## src/rtl/mux157_arbiter.sv

```systemverilog
// ============================================================================
// mux157_arbiter
// ----------------------------------------------------------------------------
// Purpose:
//   Two-requester arbiter for one 74LS157 quad 2:1 mux that is shared by
//   sources A and B on a 4-bit bus segment. The arbiter drives the mux select
//   (pin 1) and the active-low strobe (pin 15).
//
//   Break-before-make: the strobe is high while the select moves, and it stays
//   high for SETTLE_CYCLES more cycles before the new owner is granted. When
//   both sources request at the same time, the arbiter alternates between them
//   (round robin).
//
// Parameters:
//   SETTLE_CYCLES  strobe-high cycles after the select moves, before the
//                  grant (0..15)
//   MAX_HOLD       grant length in cycles that forces a release (1..255).
//                  Used only in the timeout build.
//   PRIORITY_B     value of last_owner at reset. 0 means B wins the first tie.
//
// Ports:
//   clk            in   system clock, rising edge
//   rst_n          in   asynchronous active-low reset
//   req_a, req_b   in   level requests, held until the transfer is done
//   gnt_a, gnt_b   out  current owner of the mux
//   mux_sel        out  74LS157 pin 1 (0 = A inputs, 1 = B inputs)
//   mux_strobe_n   out  74LS157 pin 15 (1 = all mux outputs forced 0)
//   busy           out  arbiter is not idle
//   last_owner     out  owner of the most recently ended grant (0 = A, 1 = B)
//   timeout_pulse  out  one-cycle pulse on a forced release
//
// Configuration:
//   MUX157_ARB_TIMEOUT_EN  When defined, a grant is forced to end after
//                          MAX_HOLD cycles. The source that was forced out is
//                          then locked out until its request is seen low once.
//                          When undefined, grants have no length limit and
//                          timeout_pulse is tied low.
// ============================================================================
module mux157_arbiter #(
    parameter int unsigned SETTLE_CYCLES = 1,
    parameter int unsigned MAX_HOLD      = 16,
    parameter bit          PRIORITY_B    = 1'b0
) (
    input  logic clk,
    input  logic rst_n,
    input  logic req_a,
    input  logic req_b,
    output logic gnt_a,
    output logic gnt_b,
    output logic mux_sel,
    output logic mux_strobe_n,
    output logic busy,
    output logic last_owner,
    output logic timeout_pulse
);

    typedef enum logic [1:0] {
        IDLE    = 2'd0,
        SETTLE  = 2'd1,
        GRANT_A = 2'd2,
        GRANT_B = 2'd3
    } state_t;

    // The settle counter counts down to zero, so it is loaded with one less
    // than the number of settle cycles.
    localparam logic [3:0] SETTLE_LOAD =
        (SETTLE_CYCLES == 0) ? 4'd0 : 4'(SETTLE_CYCLES - 1);

    // Parameter ranges are checked at elaboration time.
    if (SETTLE_CYCLES > 15) begin : g_bad_settle
        $error("mux157_arbiter: SETTLE_CYCLES must be 0..15");
    end
    if (MAX_HOLD < 1 || MAX_HOLD > 255) begin : g_bad_max_hold
        $error("mux157_arbiter: MAX_HOLD must be 1..255");
    end

    state_t     state;
    state_t     state_next;
    logic       sel_q;
    logic       sel_next;
    logic [3:0] cnt_q;
    logic [3:0] cnt_next;
    logic       last_q;
    logic       last_next;
    logic       gnt_a_q;
    logic       gnt_b_q;
    logic       strobe_n_q;
    logic       busy_q;
    logic       elig_a;
    logic       elig_b;
    logic       win_b;

`ifdef MUX157_ARB_TIMEOUT_EN
    localparam logic [7:0] HOLD_LAST = 8'(MAX_HOLD - 1);

    logic [7:0] hold_q;
    logic       lock_a_q;
    logic       lock_b_q;
    logic       pulse_q;
    logic       forced;

    // A source that was forced out of its grant cannot take part in
    // arbitration until it drops its request.
    assign elig_a        = req_a & ~lock_a_q;
    assign elig_b        = req_b & ~lock_b_q;
    assign timeout_pulse = pulse_q;

    // Timeout bookkeeping.
    // The hold counter is zero outside the grant states, so it starts from
    // zero on every grant entry. Its value at an edge is the number of grant
    // cycles already spent minus one. A lockout flag clears as soon as its
    // request is sampled low.
    always_ff @(posedge clk or negedge rst_n) begin
        if (!rst_n) begin
            hold_q   <= 8'd0;
            lock_a_q <= 1'b0;
            lock_b_q <= 1'b0;
            pulse_q  <= 1'b0;
        end else begin
            hold_q  <= (state == GRANT_A || state == GRANT_B) ? hold_q + 8'd1 : 8'd0;
            pulse_q <= forced;
            if (!req_a) begin
                lock_a_q <= 1'b0;
            end else if (forced && state == GRANT_A) begin
                lock_a_q <= 1'b1;
            end
            if (!req_b) begin
                lock_b_q <= 1'b0;
            end else if (forced && state == GRANT_B) begin
                lock_b_q <= 1'b1;
            end
        end
    end
`else
    assign elig_a        = req_a;
    assign elig_b        = req_b;
    assign timeout_pulse = 1'b0;
`endif

    // Next-state and next-output logic.
    //
    // Winner selection in IDLE: the only eligible requester wins. On a tie,
    // the source that did not own the last grant wins.
    //
    // During SETTLE the select stays frozen. The only way out before the
    // grant is an abort, which happens when the chosen source drops its
    // request. A request from the other source never preempts.
    always_comb begin
        state_next = state;
        sel_next   = sel_q;
        cnt_next   = cnt_q;
        last_next  = last_q;
        win_b      = 1'b0;
`ifdef MUX157_ARB_TIMEOUT_EN
        forced     = 1'b0;
`endif
        case (state)
            IDLE: begin
                if (elig_a || elig_b) begin
                    win_b    = elig_b & (~elig_a | ~last_q);
                    sel_next = win_b;
                    if (SETTLE_CYCLES == 0) begin
                        state_next = win_b ? GRANT_B : GRANT_A;
                    end else begin
                        state_next = SETTLE;
                        cnt_next   = SETTLE_LOAD;
                    end
                end
            end
            SETTLE: begin
                if (sel_q ? !req_b : !req_a) begin
                    state_next = IDLE;
                end else if (cnt_q == 4'd0) begin
                    state_next = sel_q ? GRANT_B : GRANT_A;
                end else begin
                    cnt_next = cnt_q - 4'd1;
                end
            end
            GRANT_A: begin
                if (!req_a) begin
                    state_next = IDLE;
                    last_next  = 1'b0;
                end
`ifdef MUX157_ARB_TIMEOUT_EN
                else if (hold_q == HOLD_LAST) begin
                    state_next = IDLE;
                    last_next  = 1'b0;
                    forced     = 1'b1;
                end
`endif
            end
            GRANT_B: begin
                if (!req_b) begin
                    state_next = IDLE;
                    last_next  = 1'b1;
                end
`ifdef MUX157_ARB_TIMEOUT_EN
                else if (hold_q == HOLD_LAST) begin
                    state_next = IDLE;
                    last_next  = 1'b1;
                    forced     = 1'b1;
                end
`endif
            end
            default: begin
                state_next = IDLE;
            end
        endcase
    end

    // State register and output flops.
    // All outputs are registered from the next state, so the pins never see
    // decode glitches. The strobe is released (driven low) only in the grant
    // states, which keeps it high whenever the select can move.
    always_ff @(posedge clk or negedge rst_n) begin
        if (!rst_n) begin
            state      <= IDLE;
            sel_q      <= 1'b0;
            cnt_q      <= 4'd0;
            last_q     <= PRIORITY_B;
            gnt_a_q    <= 1'b0;
            gnt_b_q    <= 1'b0;
            strobe_n_q <= 1'b1;
            busy_q     <= 1'b0;
        end else begin
            state      <= state_next;
            sel_q      <= sel_next;
            cnt_q      <= cnt_next;
            last_q     <= last_next;
            gnt_a_q    <= (state_next == GRANT_A);
            gnt_b_q    <= (state_next == GRANT_B);
            strobe_n_q <= !(state_next == GRANT_A || state_next == GRANT_B);
            busy_q     <= (state_next != IDLE);
        end
    end

    assign gnt_a        = gnt_a_q;
    assign gnt_b        = gnt_b_q;
    assign mux_sel      = sel_q;
    assign mux_strobe_n = strobe_n_q;
    assign busy         = busy_q;
    assign last_owner   = last_q;

endmodule

```

## config.mk

```make
export PLATFORM = sky130hd
export DESIGN_NAME = mux157_arbiter
export DESIGN_NICKNAME = d
export VERILOG_FILES = /design/src/rtl/mux157_arbiter.sv
export SDC_FILE = /design/constraint.sdc
export NUM_CORES = 1
export LEC_CHECK = 0
export BUFFER_PORTS_ARGS = -buffer_cell sky130_fd_sc_hd__buf_4
export CAP_MARGIN = 20
export CORE_AREA = 2 2 39 41
export DETAILED_ROUTE_END_ITERATION = 6
export DIE_AREA = 0 0 41 43
export GPL_TIMING_DRIVEN = 0
export PLACE_DENSITY = 0.74
export SLEW_MARGIN = 30
export SYNTH_ARGS = -nofsm -noshare
export SYNTH_HDL_FRONTEND = slang
export SYNTH_SLANG_ARGS = --single-unit
```

## constraint.sdc

```tcl
create_clock -name clk -period 1.81 [get_ports clk]
set_input_delay 0.0905 -clock clk [delete_from_list [all_inputs] [get_ports clk]]
set_output_delay 0.0905 -clock clk [all_outputs]
set_load 0.05 [all_outputs]
```

==> flow_summary.json, run 1 <==
{
  "outcome": "complete, no violations",
  "routedWlPerCell_um": 13.3,
  "gp_congestion": 0.755,
  "port_buffers": 8,
  "cp_top_family": "simple AND/OR/NAND/NOR gates",
  "crit_buf_inv": 2,
  "worstPathMaxFanout": 10,
  "rrSetupSlack_ns": 0.13,
  "finalHoldViolations": 0,
  "multiInputGateArea_sq_um": 330,
  "power.density_mw_per_mm2": 1960,
  "first_global_vias": 499,
  "hold_class": "in -> reg",
  "clkSinkCount": 12,
  "postCtsSetupBuffers": 0,
  "r2r-start": "cnt_q[0]$_DFFE_PN0P_",
  "seq_area_frac_synth_pct": 45.0,
  "rows": 14,
  "fin_util_pct": 58.0,
  "vias": 587,
  "final_layout_size_suffix_gt1_share_pct": 22.1,
  "dieHeight_um": 43,
  "cts_tree": "yes",
  "die_w_um": 41,
  "grt_pass1_wl_um": 2200,
  "first_iter_violations": 13,
  "fill_cells": 131,
  "maxSlewViolCount": 0,
  "synth.cell_area_sq_um": 669,
  "syn2layout_area_growth_pct": 19.8,
  "cp.arrival_ns": 1.89,
  "wirelength_um": 1360,
  "drt-pass1-iter-count": 4,
  "clk_pin_slew_worst_paths_ns": 0.07,
  "nNetsFinal": 93,
  "postLayoutCellArea_sq_um": 802,
  "critPathKind": "reg -> reg",
  "slowest_delay_ns": 0.53,
  "seqCellArea_sq_um": 302,
  "worstSetupEndpointType": "register",
  "slowest_stage": "or4_1",
  "io_pins": 11,
  "grt.overflow.total": 0,
  "fin_tns_setup_ns": 0,
  "insertion_delay_ns": 0.27,
  "synth_fp_nets": 79,
  "final_common_cell": "dfrtp_1",
  "root_buffer": "clkbuf_4",
  "r2r_end": "cnt_q[1]$_DFFE_PN0P_",
  "clock_skew_ns": 0.00287,
  "synth_cells": 73,
  "crit_required_ns": 2.02,
  "max_freq_mhz": 595,
  "finalSetupViolations": 0,
  "cp.depth": 6,
  "synth-seq-cells": 12,
  "hold_end": "last_owner$_DFFE_PN0P_",
  "period_needed_ns": 1.68,
  "layout_common_cells": "11 x dfrtp_1, 9 x o21ai_0, 9 x buf_4",
  "worstMarginPinSlew_ns": 0.550,
  "dp_hpwl_um": 989,
  "cellLeakagePower_nw": 0.351,
  "routed_via_density": 5.75,
  "cts_made_buffers": 3,
  "start_util_pct": 48.4,
  "cp_cell_sequence": "inv_1 > ha_1 > nor3b_1 > buf_2 > or4_1 > nand3_1",
  "min_from": "req_a",
  "drcViolationCount": 0,
  "rsz0062_at_grt": "no",
  "clockBufferDepth": 2,
  "yosysWarnings": 0,
  "startpoint_type": "register",
  "slew_headroom_pct": 62.3,
  "detail-route-antenna-nets": 0,
  "antenna_found_initial": 0,
  "die_area_sq_mm": 0.00176,
  "peakVddDrop_mv": 0.908,
  "reg2reg_depth": 6,
  "finalCritPeriodShare_pct": 92.9,
  "htree_levels": 1,
  "syn_area_per_cell_sq_um": 9.17,
  "synth_cell_types": 28,
  "grt_max_degree": 13,
  "hold_path_depth": 3,
  "drv_cap": 0,
  "design.core.area_sq_mm": 0.00138,
  "antenna_cells": 0,
  "grt_use_total_pct": 18.3,
  "placed_area_sq_um": 749
}
==> worst reg2reg max path: stages (launching register included) <==
cell	delay (ns)
dfrtp_1	0.40
inv_1	0.08
ha_1	0.19
nor3b_1	0.14
buf_2	0.19
or4_1	0.53
nand3_1	0.09
==> final cells by class <==
type                       instances  share of cell area [%]
multi-input combinational         51                    41.2
sequential                        12                    37.6
timing repair buffer               9                    8.74
clock buffer                       4                    4.52
buffer                             6                    3.59
tap                               16                    2.50
inverter                           4                    1.87
==> sequential cells by signal, indices dropped and copies added, names as in the netlist <==
signal	cells
cnt_q	4
state	2
busy	1
gnt_a	1
gnt_b	1
last_owner	1
mux_sel	1
mux_strobe_n	1
==> Yosys cell counts <==
cell type	instances	area share, %
o21bai_1	1	1.1
ha_1	2	3.7
conb_1	1	0.56
dfstp_2	1	3.9
nand2b_1	3	2.8
dfrtp_1	11	41
o21ai_0	9	6.7
o221a_2	1	1.7
nor3b_1	1	1.1
or3_1	1	0.94
or2_2	1	0.94
a32o_1	1	1.5
buf_2	1	0.75
nand3_1	6	4.5
nand2_1	5	2.8
a21oi_1	3	2.2
a32oi_1	1	1.3
nor4_1	1	0.94
mux2i_1	3	4.5
nor4b_1	1	1.3
buf_4	1	1.1
inv_1	4	2.2
nor2_1	3	1.7
nor2b_1	2	1.9
o221ai_1	3	3.9
or4_1	2	2.2
clkbuf_1	3	1.7
clkbuf_2	1	0.75
==> logic make-up after synthesis <==
kind of cell             after synthesis  synth area share [%]
AND/OR/NAND/NOR                       26                  21.1
multiplexers                           3                  4.49
AO/OA/AOI/OAI                         19                  18.5
flip-flops                            12                  45.0
other                                  1                 0.560
adder cells (fa/ha/maj)                2                  3.74
buffers and inverters                 10                  6.54
==> where the power goes <==
| group | switching [mW] | total [mW] | internal (mW) | leakage (nW) |
|---|---|---|---|---|
| clock | 0.0901 | 0.212 | 0.122 | 0.0210 |
| sequential | 0.0932 | 0.483 | 0.390 | 0.148 |
| combinational | 0.558 | 0.876 | 0.317 | 0.182 |
==> per-stage QoR <==
stage	total power, mW	hold slack, ns	cells	worst slack [ns]
after floorplan	1.13	-0.205	73	0.207
after global placement	1.32	-0.0641	97	0.157
after detailed placement	1.36	-0.0620	97	0.118
after CTS	1.57	0.0922	102	0.0991
after global routing	1.68	0.137	102	0.0256
final	1.57	0.0919	102	0.129
==> worst max path at each step <==
stage                                    start              endpoint  slack (ns)
after detailed placement  cnt_q[0]$_DFFE_PN0P_  cnt_q[2]$_DFFE_PN0P_        0.12
final                     cnt_q[0]$_DFFE_PN0P_  cnt_q[1]$_DFFE_PN0P_        0.13
after floorplan            mux_sel$_DFFE_PN0P_  cnt_q[2]$_DFFE_PN0P_        0.21
after CTS                 cnt_q[0]$_DFFE_PN0P_  cnt_q[2]$_DFFE_PN0P_         0.1
after global placement    cnt_q[0]$_DFFE_PN0P_  cnt_q[2]$_DFFE_PN0P_        0.16
after global routing      cnt_q[0]$_DFFE_PN0P_  cnt_q[3]$_DFFE_PN0P_        0.03
==> repair_timing <==
| item | CTS | global route |
|---|---|---|
| endpoints found under the hold margin | 12 | 0 |
| resized for setup | 0 | 1 |
| setup endpoints to repair | 0 | 1 |
| hold buffers | 1 | 0 |
==> metal layers <==
layer  vias to the layer above  track usage (%)  wire length [um]
li1                        289                -                 -
met1                       282             26.4               628
met2                        14             25.9               663
met3                         2             3.14                53
met4                         0             8.00                 9
met5                         -                0                 0
No activity file was read; power rests on OpenSTA's default activity.
==> inputs of run 2 (changes only) <==
--- a/config.mk
+++ b/config.mk
@@ -13,2 +13,3 @@
 export GPL_TIMING_DRIVEN = 0
+export HOLD_SLACK_MARGIN = 0.08
 export PLACE_DENSITY = 0.74
==> constraint.sdc (replaced) <==
create_clock -name clk -period 2 [get_ports clk]
set_input_delay 0.6 -clock clk [delete_from_list [all_inputs] [get_ports clk]]
set_output_delay 0.6 -clock clk [all_outputs]
set_load 0.05 [all_outputs]
==> flow_summary.json, run 2 (synthesized netlist as in run 1, its figures left out) <==
{
  "clk_pin_slew_worst_paths_ns": 0.08,
  "critPathLaunch": "cnt_q[0]$_DFFE_PN0P_",
  "fin_util_pct": 56.8,
  "design.core.area_sq_mm": 0.00138,
  "drt-pass1-iter-count": 4,
  "grt.overflow.total": 0,
  "postCtsSetupBuffers": 0,
  "grt_max_degree": 13,
  "drv_cap": 0,
  "cts_resized": 0,
  "final_cells": 101,
  "grt_pass1_wl_um": 2170,
  "grt_use_total_pct": 18.1,
  "detail-route-antenna-nets": 0,
  "rrSetupSlack_ns": 0.32,
  "cellLeakagePower_nw": 0.345,
  "r2r_end": "cnt_q[2]$_DFFE_PN0P_",
  "antenna_cells": 0,
  "start_util_pct": 48.4,
  "rows": 14,
  "gp_congestion": 0.755,
  "crit_required_ns": 2.20,
  "antenna_found_initial": 0,
  "insertion_delay_ns": 0.27,
  "dp_hpwl_um": 989,
  "layout_common_cells": "11 x dfrtp_1, 9 x o21ai_0, 9 x buf_4",
  "pre_cts_ws_ns": 0.299,
  "syn2layout_area_growth_pct": 17.4,
  "hold_class": "in -> async",
  "r2r-start": "cnt_q[0]$_DFFE_PN0P_",
  "largest_reg_flops": 4,
  "maxSlewViolCount": 0,
  "routed_via_density": 5.87,
  "worstPathMaxFanout": 10,
  "dp_cells": 97,
  "port_buffers": 8,
  "cts_tree": "yes",
  "worstSetupEndpointType": "register",
  "dieHeight_um": 43,
  "first_global_vias": 490,
  "wirelength_um": 1360,
  "drcViolationCount": 0,
  "rsz0062_at_grt": "no",
  "fin_tns_setup_ns": 0,
  "finalSetupViolations": 0,
  "postCtsHoldBufs": 0,
  "clockBufferDepth": 2,
  "final_common_cell": "dfrtp_1",
  "worstMarginPinSlew_ns": 0.510,
  "die_w_um": 41,
  "finalCritPeriodShare_pct": 84.1,
  "vias": 593,
  "peakVddDrop_mv": 0.816,
  "final_layout_size_suffix_gt1_share_pct": 21.2,
  "slowest_delay_ns": 0.40,
  "clock_skew_ns": 0.00417,
  "placed_area_sq_um": 749,
  "cts_made_buffers": 3,
  "cp_cell_sequence": "inv_1 > ha_1 > nor3b_1 > buf_2 > nor4b_1 > mux2i_1",
  "nNetsFinal": 92,
  "period_needed_ns": 1.68,
  "slew_headroom_pct": 65.0,
  "finalHoldViolations": 0,
  "power.density_mw_per_mm2": 1790,
  "reg_top3": "cnt_q x4, state x2",
  "final.setup.worst_slack_ns": 0.318,
  "outcome": "complete, no violations",
  "endpoint": "cnt_q[2]$_DFFE_PN0P_",
  "startpoint_type": "register",
  "first_iter_violations": 19,
  "htree_levels": 1,
  "reg2reg_depth": 6,
  "die_area_sq_mm": 0.00176,
  "root_buffer": "clkbuf_4",
  "routedWlPerCell_um": 13.4,
  "max_freq_mhz": 595,
  "io_pins": 11,
  "clkSinkCount": 12,
  "postLayoutCellArea_sq_um": 786,
  "cp.arrival_ns": 1.88,
  "critPathKind": "reg -> reg",
  "slowest_stage": "dfrtp_1",
  "top_register": "cnt_q"
}
==> run 2: cell types whose count changed in the layout (fill, tap and decap cells not counted) <==
cell and delta:
nor4b_2 -1, nor4b_1 +1, dlygate4sd3_1 -1
==> run 2: critical path: cells and delay by family (launching register included) <==
| kind | cells | cell delay [ns] |
|---|---|---|
| DFF | 1 | 0.40 |
| adders and majority gates | 1 | 0.19 |
| and+or+nand+nor | 2 | 0.52 |
| muxes | 1 | 0.23 |
| buffers and inverters | 2 | 0.26 |
==> run 2: power breakdown <==
part / internal, mW / switching, mW / leakage, nW
Clock: 0.111 / 0.0824 / 0.0210
Combinational: 0.282 / 0.498 / 0.176
Sequential: 0.353 / 0.0837 / 0.148
Total: 0.746 / 0.664 / 0.345
==> run 2: how the worst min path moves through the flow <==
| stage | slack, ns | startpoint | cells past startpoint | to |
|---|---|---|---|---|
| after floorplan | 0.30 | rst_n | 0 | busy$_DFF_PN0_ |
| after global placement | 0.45 | rst_n | 1 | cnt_q[3]$_DFFE_PN0P_ |
| after detailed placement | 0.45 | rst_n | 1 | cnt_q[2]$_DFFE_PN0P_ |
| after CTS | 0.16 | rst_n | 1 | cnt_q[2]$_DFFE_PN0P_ |
| after global routing | 0.15 | rst_n | 1 | cnt_q[2]$_DFFE_PN0P_ |
| final | 0.15 | rst_n | 1 | mux_sel$_DFFE_PN0P_ |
==> run 2: metrics by stage <==
step | power, mW | hold slack [ns]
after global placement | 1.19 | 0.445
final | 1.41 | 0.148
after floorplan | 1.02 | 0.304
after detailed placement | 1.23 | 0.448
after global routing | 1.51 | 0.153
after CTS | 1.42 | 0.158
==> run 2: layout make-up <==
type                            instances  area (sq um)
Timing Repair Buffer                    8          60.1
Multi-Input combinational cell         51           324
Sequential cell                        12           302
Clock buffer                            4          36.3
Buffer                                  6          28.8
Fill cell                             131           598
Tap cell                               16          20.0
Inverter                                4          15.0
==> run 2: per-layer routing <==
layer / wire (um) / vias up / global-route usage (%)
met2: 686 / 14 / 25.6
li1: - / 286 / -
met3: 63 / 2 / 3.14
met4: 9 / 0 / 8.00
met1: 597 / 291 / 26.1
met5: 0 / - / 0
==> inputs of run 3 (changes only) <==
Settings changed: CORE_AREA 2 2 39 41 to not set, CORE_UTILIZATION set to 47, DIE_AREA 0 0 41 43 to not set, PLACE_DENSITY 0.74 to 0.73.
Clock period 2 ns to 1.5 ns, I/O delays scaled along.
==> flow_summary.json, run 3 (synthesized netlist as in run 1, its figures left out) <==
{
  "root_buffer": "clkbuf_4",
  "final_cells": 105,
  "outcome": "complete, but fails checks",
  "grt_pass1_wl_um": 2280,
  "finalPower_mw": 2.14,
  "top_register": "cnt_q",
  "endpoint": "cnt_q[1]$_DFFE_PN0P_",
  "final.setup.worst_slack_ns": -0.0551,
  "dp_cells": 96,
  "syn2layout_area_growth_pct": 30.3,
  "detail-route-antenna-nets": 0,
  "worstSetupEndpointType": "register",
  "worstMarginPinSlew_ns": 0.624,
  "rsz0062_at_grt": "yes",
  "drt-pass1-iter-count": 4,
  "r2r_end": "cnt_q[1]$_DFFE_PN0P_",
  "rrSetupSlack_ns": -0.06,
  "worstPathMaxFanout": 7,
  "clockBufferDepth": 2,
  "die_w_um": 39.7,
  "start_util_pct": 50.8,
  "clkSinkCount": 12,
  "drv_cap": 0,
  "finalCritPeriodShare_pct": 104,
  "wirelength_um": 1530,
  "clk_pin_slew_worst_paths_ns": 0.08,
  "clock_skew_ns": 0.000899,
  "dp_hpwl_um": 956,
  "vias": 600,
  "slew_headroom_pct": 57.2,
  "final_layout_size_suffix_gt1_share_pct": 33.3,
  "cp.arrival_ns": 1.78,
  "antenna_found_initial": 0,
  "grt_max_degree": 13,
  "hold_class": "in -> reg",
  "routed_via_density": 5.71,
  "design.core.area_sq_mm": 0.00132,
  "reg2reg_depth": 6,
  "critPathKind": "reg -> reg",
  "crit_required_ns": 1.72,
  "port_buffers": 8,
  "power.density_mw_per_mm2": 2450,
  "fill_cells": 117,
  "gp_congestion": 0.789,
  "final_common_cell": "buf_4",
  "cts_made_buffers": 3,
  "nNetsFinal": 97,
  "fin_util_pct": 66.2,
  "htree_levels": 1,
  "io_pins": 11,
  "layout_common_cells": "13 x buf_4, 10 x dfrtp_1, 9 x o21ai_0",
  "insertion_delay_ns": 0.28,
  "r2r-start": "cnt_q[0]$_DFFE_PN0P_",
  "period_needed_ns": 1.56,
  "routedWlPerCell_um": 14.6,
  "violations": "negative setup slack",
  "finalSetupViolations": 2,
  "peakVddDrop_mv": 0.921,
  "cellLeakagePower_nw": 0.376,
  "first_global_vias": 501,
  "largest_reg_flops": 4,
  "max_freq_mhz": 643,
  "rows": 13,
  "startpoint_type": "register",
  "cts_tree": "yes",
  "maxSlewViolCount": 0,
  "grt_use_total_pct": 23.5,
  "drcViolationCount": 0,
  "worst_hold_slack_ns": 0.435,
  "first_iter_violations": 6,
  "grt.overflow.total": 0,
  "pre_cts_ws_ns": -0.146,
  "die_area_sq_mm": 0.00158,
  "antenna_cells": 0,
  "dieHeight_um": 39.7,
  "reg_top3": "cnt_q x4, state x2",
  "critPathLaunch": "cnt_q[0]$_DFFE_PN0P_",
  "finalHoldViolations": 0
}
-- run 3: power breakdown --
| group | leakage [nW] | total (mW) | switching [mW] | internal (mW) |
|---|---|---|---|---|
| clock network | 0.0210 | 0.268 | 0.120 | 0.148 |
| registers | 0.147 | 0.592 | 0.120 | 0.473 |
| logic | 0.208 | 1.28 | 0.757 | 0.520 |
-- run 3: worst min-delay path by stage --
stage | startpoint | to | slack (ns) | cells after the start
finish | req_a | last_owner$_DFFE_PN0P_ | 0.43 | 3
global route | req_a | last_owner$_DFFE_PN0P_ | 0.45 | 3
CTS | req_a | last_owner$_DFFE_PN0P_ | 0.44 | 3
detailed placement | rst_n | cnt_q[1]$_DFFE_PN0P_ | 0.30 | 1
global placement | rst_n | cnt_q[1]$_DFFE_PN0P_ | 0.30 | 1
floorplan | rst_n | busy$_DFF_PN0_ | 0.15 | 0
-- run 3: per-layer routing --
layer	global-route usage [%]	vias up	wire length (um)
li1	-	300	-
met1	29.6	269	664
met2	32.8	26	712
met3	8.52	5	113
met4	15.5	0	38
met5	0	-	0
-- run 3: stage by stage --
stage / instance area, sq um / TNS [ns]
after floorplan: 679 / -0.00731
after global placement: 758 / -0.249
after detailed placement: 758 / -0.320
after CTS: 848 / -0.0465
after global routing: 872 / -0.223
final: 872 / -0.0570
-- run 3: repair_timing --
item / CTS / global route
gates resized for setup: 5 / 4
buffers inserted: 4 / 0
endpoints found under the hold margin: 11 / 0
pin swaps: 0 / 2
hold buffers: 1 / 0
endpoints found under the setup margin: 3 / 5
-- run 3: final cells by class --
| type | instances | area [sq um] | share of cell area (%) |
|---|---|---|---|
| tap | 15 | 18.8 | 2.15 |
| timing repair buffer | 13 | 100 | 11.5 |
| clock buffer | 4 | 36.3 | 4.16 |
| sequential | 12 | 303 | 34.7 |
| buffer | 6 | 35.0 | 4.02 |
| inverter | 4 | 15.0 | 1.72 |
| multi-input combinational | 51 | 364 | 41.8 |
-- run 3: critical path: stages, from the launching register on --
cell	delay [ns]
dfrtp_1	0.40
inv_2	0.07
ha_4	0.15
nor3b_4	0.14
buf_6	0.13
or4_1	0.51
nand3_1	0.08
